==> src/rtl/multi_breath_pwm_if.sv <==
// Key inputs and LED/status outputs of the multi-channel breathing PWM dimmer.
// The master side drives the debounced keys; the slave side is the dimmer itself.
interface multi_breath_pwm_if #(
  parameter int CH_NUM  = 4,
  parameter int CNT_NUM = 8
);
  localparam int CNT_WIDTH = $clog2(CNT_NUM + 1);
  localparam int SEL_WIDTH = (CH_NUM > 1) ? $clog2(CH_NUM) : 1;

  logic                        key_up;
  logic                        key_down;
  logic                        key_sel;
  logic                        key_mode;
  logic [CH_NUM-1:0]           led;
  logic [CH_NUM*CNT_WIDTH-1:0] duty_flat;
  logic [SEL_WIDTH-1:0]        sel;
  logic                        mode;
  logic [CNT_WIDTH-1:0]        cnt;

  modport master (
    output key_up,
    output key_down,
    output key_sel,
    output key_mode,
    input  led,
    input  duty_flat,
    input  sel,
    input  mode,
    input  cnt
  );

  modport slave (
    input  key_up,
    input  key_down,
    input  key_sel,
    input  key_mode,
    output led,
    output duty_flat,
    output sel,
    output mode,
    output cnt
  );
endinterface

==> src/rtl/multi_breath_pwm.sv <==
// Multi-channel key-controlled PWM dimmer with a shared period counter and a
// breath mode in which every channel follows one internal triangle duty ramp.
module multi_breath_pwm #(
  parameter int CH_NUM   = 4,
  parameter int CNT_NUM  = 8,
  parameter int STEP_DIV = 2
) (
  input logic              clk,
  input logic              rst,
  multi_breath_pwm_if.slave bus
);
  localparam int CNT_WIDTH  = $clog2(CNT_NUM + 1);
  localparam int SEL_WIDTH  = (CH_NUM > 1) ? $clog2(CH_NUM) : 1;
  localparam int PCNT_WIDTH = (STEP_DIV > 1) ? $clog2(STEP_DIV) : 1;

  localparam logic [CNT_WIDTH-1:0]  CNT_MAX   = CNT_WIDTH'(CNT_NUM);
  localparam logic [CNT_WIDTH-1:0]  CNT_LAST  = CNT_WIDTH'(CNT_NUM - 1);
  localparam logic [CNT_WIDTH-1:0]  DUTY_INIT = CNT_WIDTH'(CNT_NUM / 2);
  localparam logic [SEL_WIDTH-1:0]  SEL_LAST  = SEL_WIDTH'(CH_NUM - 1);
  localparam logic [PCNT_WIDTH-1:0] PCNT_LAST = PCNT_WIDTH'(STEP_DIV - 1);

  typedef enum logic {
    MODE_MANUAL = 1'b0,
    MODE_BREATH = 1'b1
  } mode_t;

  typedef enum logic {
    DIR_UP   = 1'b0,
    DIR_DOWN = 1'b1
  } dir_t;

  logic                  key_up_q;
  logic                  key_down_q;
  logic                  key_sel_q;
  logic                  key_mode_q;
  logic                  press_up;
  logic                  press_down;
  logic                  press_sel;
  logic                  press_mode;

  logic [CNT_WIDTH-1:0]  cnt_q;
  logic [CH_NUM-1:0]     led_q;

  mode_t                 mode_q;
  mode_t                 mode_d;
  logic [SEL_WIDTH-1:0]  sel_q;
  logic [SEL_WIDTH-1:0]  sel_d;
  logic [CNT_WIDTH-1:0]  duty_q [CH_NUM];
  logic [CNT_WIDTH-1:0]  duty_d [CH_NUM];
  logic [CNT_WIDTH-1:0]  br_q;
  logic [CNT_WIDTH-1:0]  br_d;
  dir_t                  dir_q;
  dir_t                  dir_d;
  logic [PCNT_WIDTH-1:0] pcnt_q;
  logic [PCNT_WIDTH-1:0] pcnt_d;

  logic [CNT_WIDTH-1:0]        eff [CH_NUM];
  logic [CH_NUM*CNT_WIDTH-1:0] eff_flat;

  // History registers reset to 1 so a key held through reset must be released first.
  always_ff @(posedge clk) begin
    if (!rst) begin
      key_up_q   <= 1'b1;
      key_down_q <= 1'b1;
      key_sel_q  <= 1'b1;
      key_mode_q <= 1'b1;
    end else begin
      key_up_q   <= bus.key_up;
      key_down_q <= bus.key_down;
      key_sel_q  <= bus.key_sel;
      key_mode_q <= bus.key_mode;
    end
  end

  assign press_up   = bus.key_up   & ~key_up_q;
  assign press_down = bus.key_down & ~key_down_q;
  assign press_sel  = bus.key_sel  & ~key_sel_q;
  assign press_mode = bus.key_mode & ~key_mode_q;

  always_ff @(posedge clk) begin
    if (!rst) begin
      cnt_q <= '0;
    end else if (cnt_q == CNT_LAST) begin
      cnt_q <= '0;
    end else begin
      cnt_q <= cnt_q + 1'b1;
    end
  end

  always_ff @(posedge clk) begin
    if (!rst) begin
      mode_q <= MODE_MANUAL;
      sel_q  <= '0;
      br_q   <= '0;
      dir_q  <= DIR_UP;
      pcnt_q <= '0;
      for (int i = 0; i < CH_NUM; i++) begin
        duty_q[i] <= DUTY_INIT;
      end
    end else begin
      mode_q <= mode_d;
      sel_q  <= sel_d;
      br_q   <= br_d;
      dir_q  <= dir_d;
      pcnt_q <= pcnt_d;
      for (int i = 0; i < CH_NUM; i++) begin
        duty_q[i] <= duty_d[i];
      end
    end
  end

  // Ramp stepping runs first; a mode press entering breath then overrides it with a fresh ramp.
  always_comb begin
    mode_d = mode_q;
    sel_d  = sel_q;
    br_d   = br_q;
    dir_d  = dir_q;
    pcnt_d = pcnt_q;
    for (int i = 0; i < CH_NUM; i++) begin
      duty_d[i] = duty_q[i];
    end

    if (mode_q == MODE_BREATH && cnt_q == CNT_LAST) begin
      if (pcnt_q == PCNT_LAST) begin
        pcnt_d = '0;
        if (dir_q == DIR_UP) begin
          if (br_q == CNT_MAX) begin
            br_d  = CNT_MAX - 1'b1;
            dir_d = DIR_DOWN;
          end else begin
            br_d = br_q + 1'b1;
          end
        end else begin
          if (br_q == '0) begin
            br_d  = CNT_WIDTH'(1);
            dir_d = DIR_UP;
          end else begin
            br_d = br_q - 1'b1;
          end
        end
      end else begin
        pcnt_d = pcnt_q + 1'b1;
      end
    end

    if (press_mode) begin
      if (mode_q == MODE_MANUAL) begin
        mode_d = MODE_BREATH;
        br_d   = '0;
        dir_d  = DIR_UP;
        pcnt_d = '0;
      end else begin
        mode_d = MODE_MANUAL;
      end
    end else if (press_sel) begin
      sel_d = (sel_q == SEL_LAST) ? '0 : sel_q + 1'b1;
    end else if (mode_q == MODE_MANUAL && (press_up ^ press_down)) begin
      if (press_up && duty_q[sel_q] != CNT_MAX) begin
        duty_d[sel_q] = duty_q[sel_q] + 1'b1;
      end else if (press_down && duty_q[sel_q] != '0) begin
        duty_d[sel_q] = duty_q[sel_q] - 1'b1;
      end
    end
  end

  always_comb begin
    eff_flat = '0;
    for (int i = 0; i < CH_NUM; i++) begin
      eff[i] = (mode_q == MODE_BREATH) ? br_q : duty_q[i];
      eff_flat[i*CNT_WIDTH +: CNT_WIDTH] = eff[i];
    end
  end

  // Active-low drive: lit while the shared counter is below the channel's effective duty.
  always_ff @(posedge clk) begin
    if (!rst) begin
      led_q <= '1;
    end else begin
      for (int i = 0; i < CH_NUM; i++) begin
        led_q[i] <= (cnt_q < eff[i]) ? 1'b0 : 1'b1;
      end
    end
  end

  assign bus.led       = led_q;
  assign bus.duty_flat = eff_flat;
  assign bus.sel       = sel_q;
  assign bus.mode      = mode_q;
  assign bus.cnt       = cnt_q;
endmodule

==> src/flat_wrapper.sv <==
// flat-port wrapper written by rule: the top's interface ports become plain ports
module multi_breath_pwm_flat 
#(
  parameter int CH_NUM   = 4,
  parameter int CNT_NUM  = 8,
  parameter int STEP_DIV = 2
)
  (clk, rst, bus_key_up, bus_key_down, bus_key_sel, bus_key_mode, bus_led, bus_duty_flat, bus_sel, bus_mode, bus_cnt);
  multi_breath_pwm_if #(.CH_NUM(CH_NUM), .CNT_NUM(CNT_NUM)) bus_i ();
  input logic clk;
  input logic rst;
  input wire logic [$bits(bus_i.key_up)-1:0] bus_key_up;
  input wire logic [$bits(bus_i.key_down)-1:0] bus_key_down;
  input wire logic [$bits(bus_i.key_sel)-1:0] bus_key_sel;
  input wire logic [$bits(bus_i.key_mode)-1:0] bus_key_mode;
  output wire logic [$bits(bus_i.led)-1:0] bus_led;
  output wire logic [$bits(bus_i.duty_flat)-1:0] bus_duty_flat;
  output wire logic [$bits(bus_i.sel)-1:0] bus_sel;
  output wire logic [$bits(bus_i.mode)-1:0] bus_mode;
  output wire logic [$bits(bus_i.cnt)-1:0] bus_cnt;
  assign bus_i.key_up = bus_key_up;
  assign bus_i.key_down = bus_key_down;
  assign bus_i.key_sel = bus_key_sel;
  assign bus_i.key_mode = bus_key_mode;
  assign bus_led = bus_i.led;
  assign bus_duty_flat = bus_i.duty_flat;
  assign bus_sel = bus_i.sel;
  assign bus_mode = bus_i.mode;
  assign bus_cnt = bus_i.cnt;
  multi_breath_pwm #(.CH_NUM(CH_NUM), .CNT_NUM(CNT_NUM), .STEP_DIV(STEP_DIV)) u_core (.clk(clk), .rst(rst), .bus(bus_i));
endmodule
==> config.mk <==
export PLATFORM = sky130hd
export DESIGN_NAME = multi_breath_pwm_flat
export DESIGN_NICKNAME = d
export VERILOG_FILES = /design/src/rtl/multi_breath_pwm_if.sv /design/src/rtl/multi_breath_pwm.sv /design/src/flat_wrapper.sv
export SDC_FILE = /design/constraint.sdc
export NUM_CORES = 1
export LEC_CHECK = 0
export CORE_ASPECT_RATIO = 0.6
export CORE_MARGIN = 3
export CORE_UTILIZATION = 25
export CTS_CLUSTER_DIAMETER = 60
export DETAILED_ROUTE_END_ITERATION = 10
export HOLD_SLACK_MARGIN = 0.15
export SETUP_SLACK_MARGIN = 0.3
export SLEW_MARGIN = 40
export SYNTH_ARGS = -nofsm -noshare
export SYNTH_HDL_FRONTEND = slang
export SYNTH_SLANG_ARGS = --single-unit
==> constraint.sdc <==
create_clock -name clk -period 2.5 [get_ports clk]
set_input_delay 0.75 -clock clk [delete_from_list [all_inputs] [get_ports clk]]
set_output_delay 0.75 -clock clk [all_outputs]
set_load 0.05 [all_outputs]
# == Word-level counts from Yosys, hierarchy flattened ==
# Memories as Yosys holds them, arrays and structs flattened. A register that Yosys moved wholly into a read port is not among the register bits.
# Cells that the tools add are included.
# classes
add_sub_neg,7
magnitude_cmp,6
eq_ne,4
n_mux,45
bitwise_logic,17
reduce_logical,9
# op_table
cell,count
$mux 16,5
$mux 4,16
$bwmux 16,2
$mux 1,18
$lt 4x4->1,4
$add 4x1->4 const B,3
$demux 4 s2,1
$sub 4x1->4 const B,2
$not 1->1,7
$mux 2,3
$logic_and 1x1->1,5
$and 1x1->1,4
$eq 4x3->1 const B,1
$eq 4x4->1 const B,1
$logic_not 4->1,1
$ne 4x4->1 const B,1
$or 1x1->1,4
$reduce_bool 4->1,1
$ge 3x3->1 const B,1
$lt 3x1->1 const B,1
$not 2->3,1
$add 2x1->2 const B,1
$eq 2x2->1 const B,1
$reduce_and 2->1,1
other kinds (3),3
# word_totals
ff_bits,21
ramBits,16
input_bits,6
word_cells,100
mem_count,1
# memory_table
name,depth,word_bits,rd,rd_clocked_by_memory_dff,write_ports,line,rtl
u_core.duty_q,4,4,5,1,4,multi_breath_pwm.sv:48,logic [CNT_WIDTH-1:0] duty_q [CH_NUM];

# == Depth between registers and ports, before layout ==
# logic_depth
depth_word,12
mapped_depth,9
ltp_nobuf,8

# == Worst setup path after synthesis ==
# No wires, ideal clock.
# synth_timing
path_kind,reg-to-output
startpoint,register u_core.mode_q (netlist: u_core.bus.mode)
endpoint,output port bus_duty_flat[10]
arrival_ns,1.905
required_ns,1.750
slack_ns,-0.155
path_stages_with_launch,6
n_path_buf,3
cell_sequence,dfxtp_1 > clkbuf_1 > buf_1 > buf_1 > o21a_1 > inv_1
# synth_between
elab_chain_cells,1
# synth_rtl
item,line,rtl
"start, declared",multi_breath_pwm.sv:44,mode_t mode_q;
"start signal, assigned",multi_breath_pwm.sv:101,mode_q <= mode_d;
$mux 4,multi_breath_pwm.sv:169,eff[i] = (mode_q == MODE_BREATH) ? br_q : duty_q[i];
"end, declared",flat_wrapper.sv:17,output wire logic [$bits(bus_i.duty_flat)-1:0] bus_duty_flat;
# Every way passes these cells.

# == Worst setup path in the final report ==
# layout_timing
startpoint,register u_core.cnt_q[2] (netlist: u_core.bus.cnt[2])
endpoint,output port bus_cnt[2]
# layout_lines
item,line,rtl
"start, declared",multi_breath_pwm.sv:41,logic [CNT_WIDTH-1:0] cnt_q;
"start signal, assigned",multi_breath_pwm.sv:86,cnt_q <= cnt_q + 1'b1;
"end, declared",flat_wrapper.sv:20,output wire logic [$bits(bus_i.cnt)-1:0] bus_cnt;
# No word-level cell between the ends.

==> summary.txt <==
Status - finished, final reports clean
Synthesized instance count - 283
Critical Path End Type - output port
Vias per inst - 4.64
Post-synth cell types - 44
Nets - 356
Final Skew - 0.00851 ns
Initial Utilization - 26.4%
Critical Path Slowest Stage Cell - clkdlybuf4s50_1
Flop2flop setup slack - 0.36 ns
Family with the most delay on the worst path - buffers and inverters
Syn-to-layout area delta - 37.1%
Period utilisation layout - 87.0%
CP peak stage delay - 0.80 ns
Antenna violations before repair - 0
Tot GR Track Use - 11.8%
Post-synth top area share - 31.4%
Yosys warning count - 0
Die height - 83.3 µm
H-tree levels - 2
Max-cap check violation count - 0
Fraction of registers with async set/reset - 0%
Post-synthesis sequential area ratio - 31.4%
Overall Power - 1.78 mW
Yosys reg bits - 39
ANT nets after route - 0
Via count - 2129
Mean area per synthesized cell - 8.80 µm²
RSZ-0062 raised after global routing - yes
Die area - 11200 µm²
Site row count - 27
Crit Path Max Fanout - 2
FMAX - 0.460 GHz
Peak supply drop - 0.232 mV
Worst relative slew slack - 65.9%
Synth top area cells - dfxtp_1 31%, ha_1 11%, o21a_1 6.0%
Arrival time worst endpoint - 1.42 ns
EDFF count, synth - 0
Final hold viol count - 0
IO buf count - 32
Final setup viols - 0
Routed WL per cell - 14.1 µm
Layout cells sized above 1 - 21.6%
IO Pins - 33
Core area - 9430 µm²
Hold Slack - 0.479 ns
Post-synth top flop - dfxtp_1
WP buf/inv - 1
PwrDens - 522 nW/µm²
Mapped Area - 2490 µm²
DRT Pass-1 Iters - 4
TritonCTS buffer count - 5
Setup CP Type - flip-flop to output port
DR iter-0 viols - 121
Die width - 135 µm
Crit-path cells - clkdlybuf4s50_1
GP Congestion - 0.887
Worst-margin pin slew - 0.510 ns
Post-synth top area cell - dfxtp_1
First-pass GRT wire length - 10600 µm
Cts-stage hold buffer count - 0
LEAKAGE - 1.56 nW
Largest net degree at the start of global routing - 23
CTS Buffer Depth - 2
Vias in the first global route - 2043
Clock root buffer - clkbuf_16
CTS tree - built
Worst skew pair latency - 0.29 ns
Inst Count DP - 448
Clock Pin Slew Worst Setup and Hold Paths - 0.06 ns
Startpoint types - flip-flop
Max-slew violations - 0
Worst Path Required - 1.75 ns
Minimum clock period - 2.17 ns
Dpl hpwl - 4860 µm
HP Class - flip-flop to flip-flop
# diodes - 0
CTS sink count - 39
Mapped Nets - 311
Post-route DRC - 0
Post-layout instance count excluding filler cells - 459
DRT Wirelength - 6450 µm
GR Overflow Total - 0
synth_stat cells (2+ instances only):
cell       number
dfxtp_1        39
inv_1          36
ha_1           22
o21a_1         20
nor2_1         16
o21ai_0        13
mux2i_1        12
nand2_1        12
a21oi_1        11
nor2b_1        11
nand3_1        10
clkbuf_1        8
and3_1          7
nand2b_1        7
nand3b_1        7
nor3_1          4
o211a_1         4
o221a_1         4
or3_1           4
xor2_1          4
a211oi_1        3
a2111oi_0       2
and2_1          2
buf_1           2
mux4_1          2
mux4_2          2
o211ai_1        2
power breakdown:
group	total, mW	leakage (nW)	internal, mW	switching, mW
Combinational	0.421	1.16	0.179	0.242
Sequential	0.668	0.321	0.647	0.0210
Clock	0.693	0.0772	0.425	0.267
layout make-up:
cell class | instances | area (µm²)
tap | 130 | 163
multi-input combinational | 196 | 1590
timing repair buffer | 50 | 577
sequential | 39 | 791
inverter | 36 | 139
clock buffer | 8 | 156
fill | 965 | 6010
what timing repair did:
action / in CTS / in global routing
buffers inserted: 1 / 2
gates resized for setup: 8 / 26
setup endpoints to repair: 18 / 26
pin swaps: 1 / 5
metrics by stage:
| step | util [%] | setup TNS (ns) | area, µm² | setup slack [ns] |
|---|---|---|---|---|
| floorplan | - | 0 | 2500 | 0.304 |
| global placement | 33.3 | 0 | 3140 | 0.0139 |
| detailed placement | 33.3 | -0.0135 | 3140 | -0.00880 |
| CTS | 35.1 | 0 | 3310 | 0.305 |
| global route | 36.2 | 0 | 3410 | 0.257 |
| finish | 36.2 | 0 | 3410 | 0.325 |
path summary, 6_finish.rpt:
path                       start                   to  depth (start not counted)
max            u_core.bus.cnt[2]           bus_cnt[2]                          1
min          u_core.duty_q[1][1]  u_core.duty_q[1][1]                          2
max reg2reg            flip-flop  u_core.duty_q[0][3]                          6
min reg2reg  u_core.duty_q[1][1]  u_core.duty_q[1][1]                          2
cell usage in the layout, fill, tap and decap left out, types with 6 or more instances in the layout:
cell	synthesis	layout
inv_1	36	35
buf_4	0	20
nor2_1	16	13
o21ai_0	13	11
nand3_1	10	6
nand2b_1	7	7
a21oi_1	11	11
buf_12	0	12
clkdlybuf4s50_1	0	8
mux2i_1	12	12
dfxtp_1	39	35
o21a_1	20	20
and3_1	7	7
nand2_1	12	12
nor2b_1	11	10
nand3b_1	7	7
ha_1	22	21
cells by family after synthesis:
family / Yosys count / synth area share, %
simple gates: 86 / 19.2
flops: 39 / 31.4
compound gates: 67 / 19.9
fa+ha+maj: 22 / 11.1
xor+xnor: 5 / 1.76
buf+inv: 48 / 7.94
mux: 16 / 8.74
layer usage:
layer	track usage, %	wire length (µm)	vias up	part of all wire (%)
li1	-	-	1076	-
met1	17.9	3540	1004	55
met2	15.4	2490	39	39
met3	3.75	351	10	5.4
met4	3.42	68	0	1.1
met5	0	0	-	0
Power figures use the tool's default switching activity.
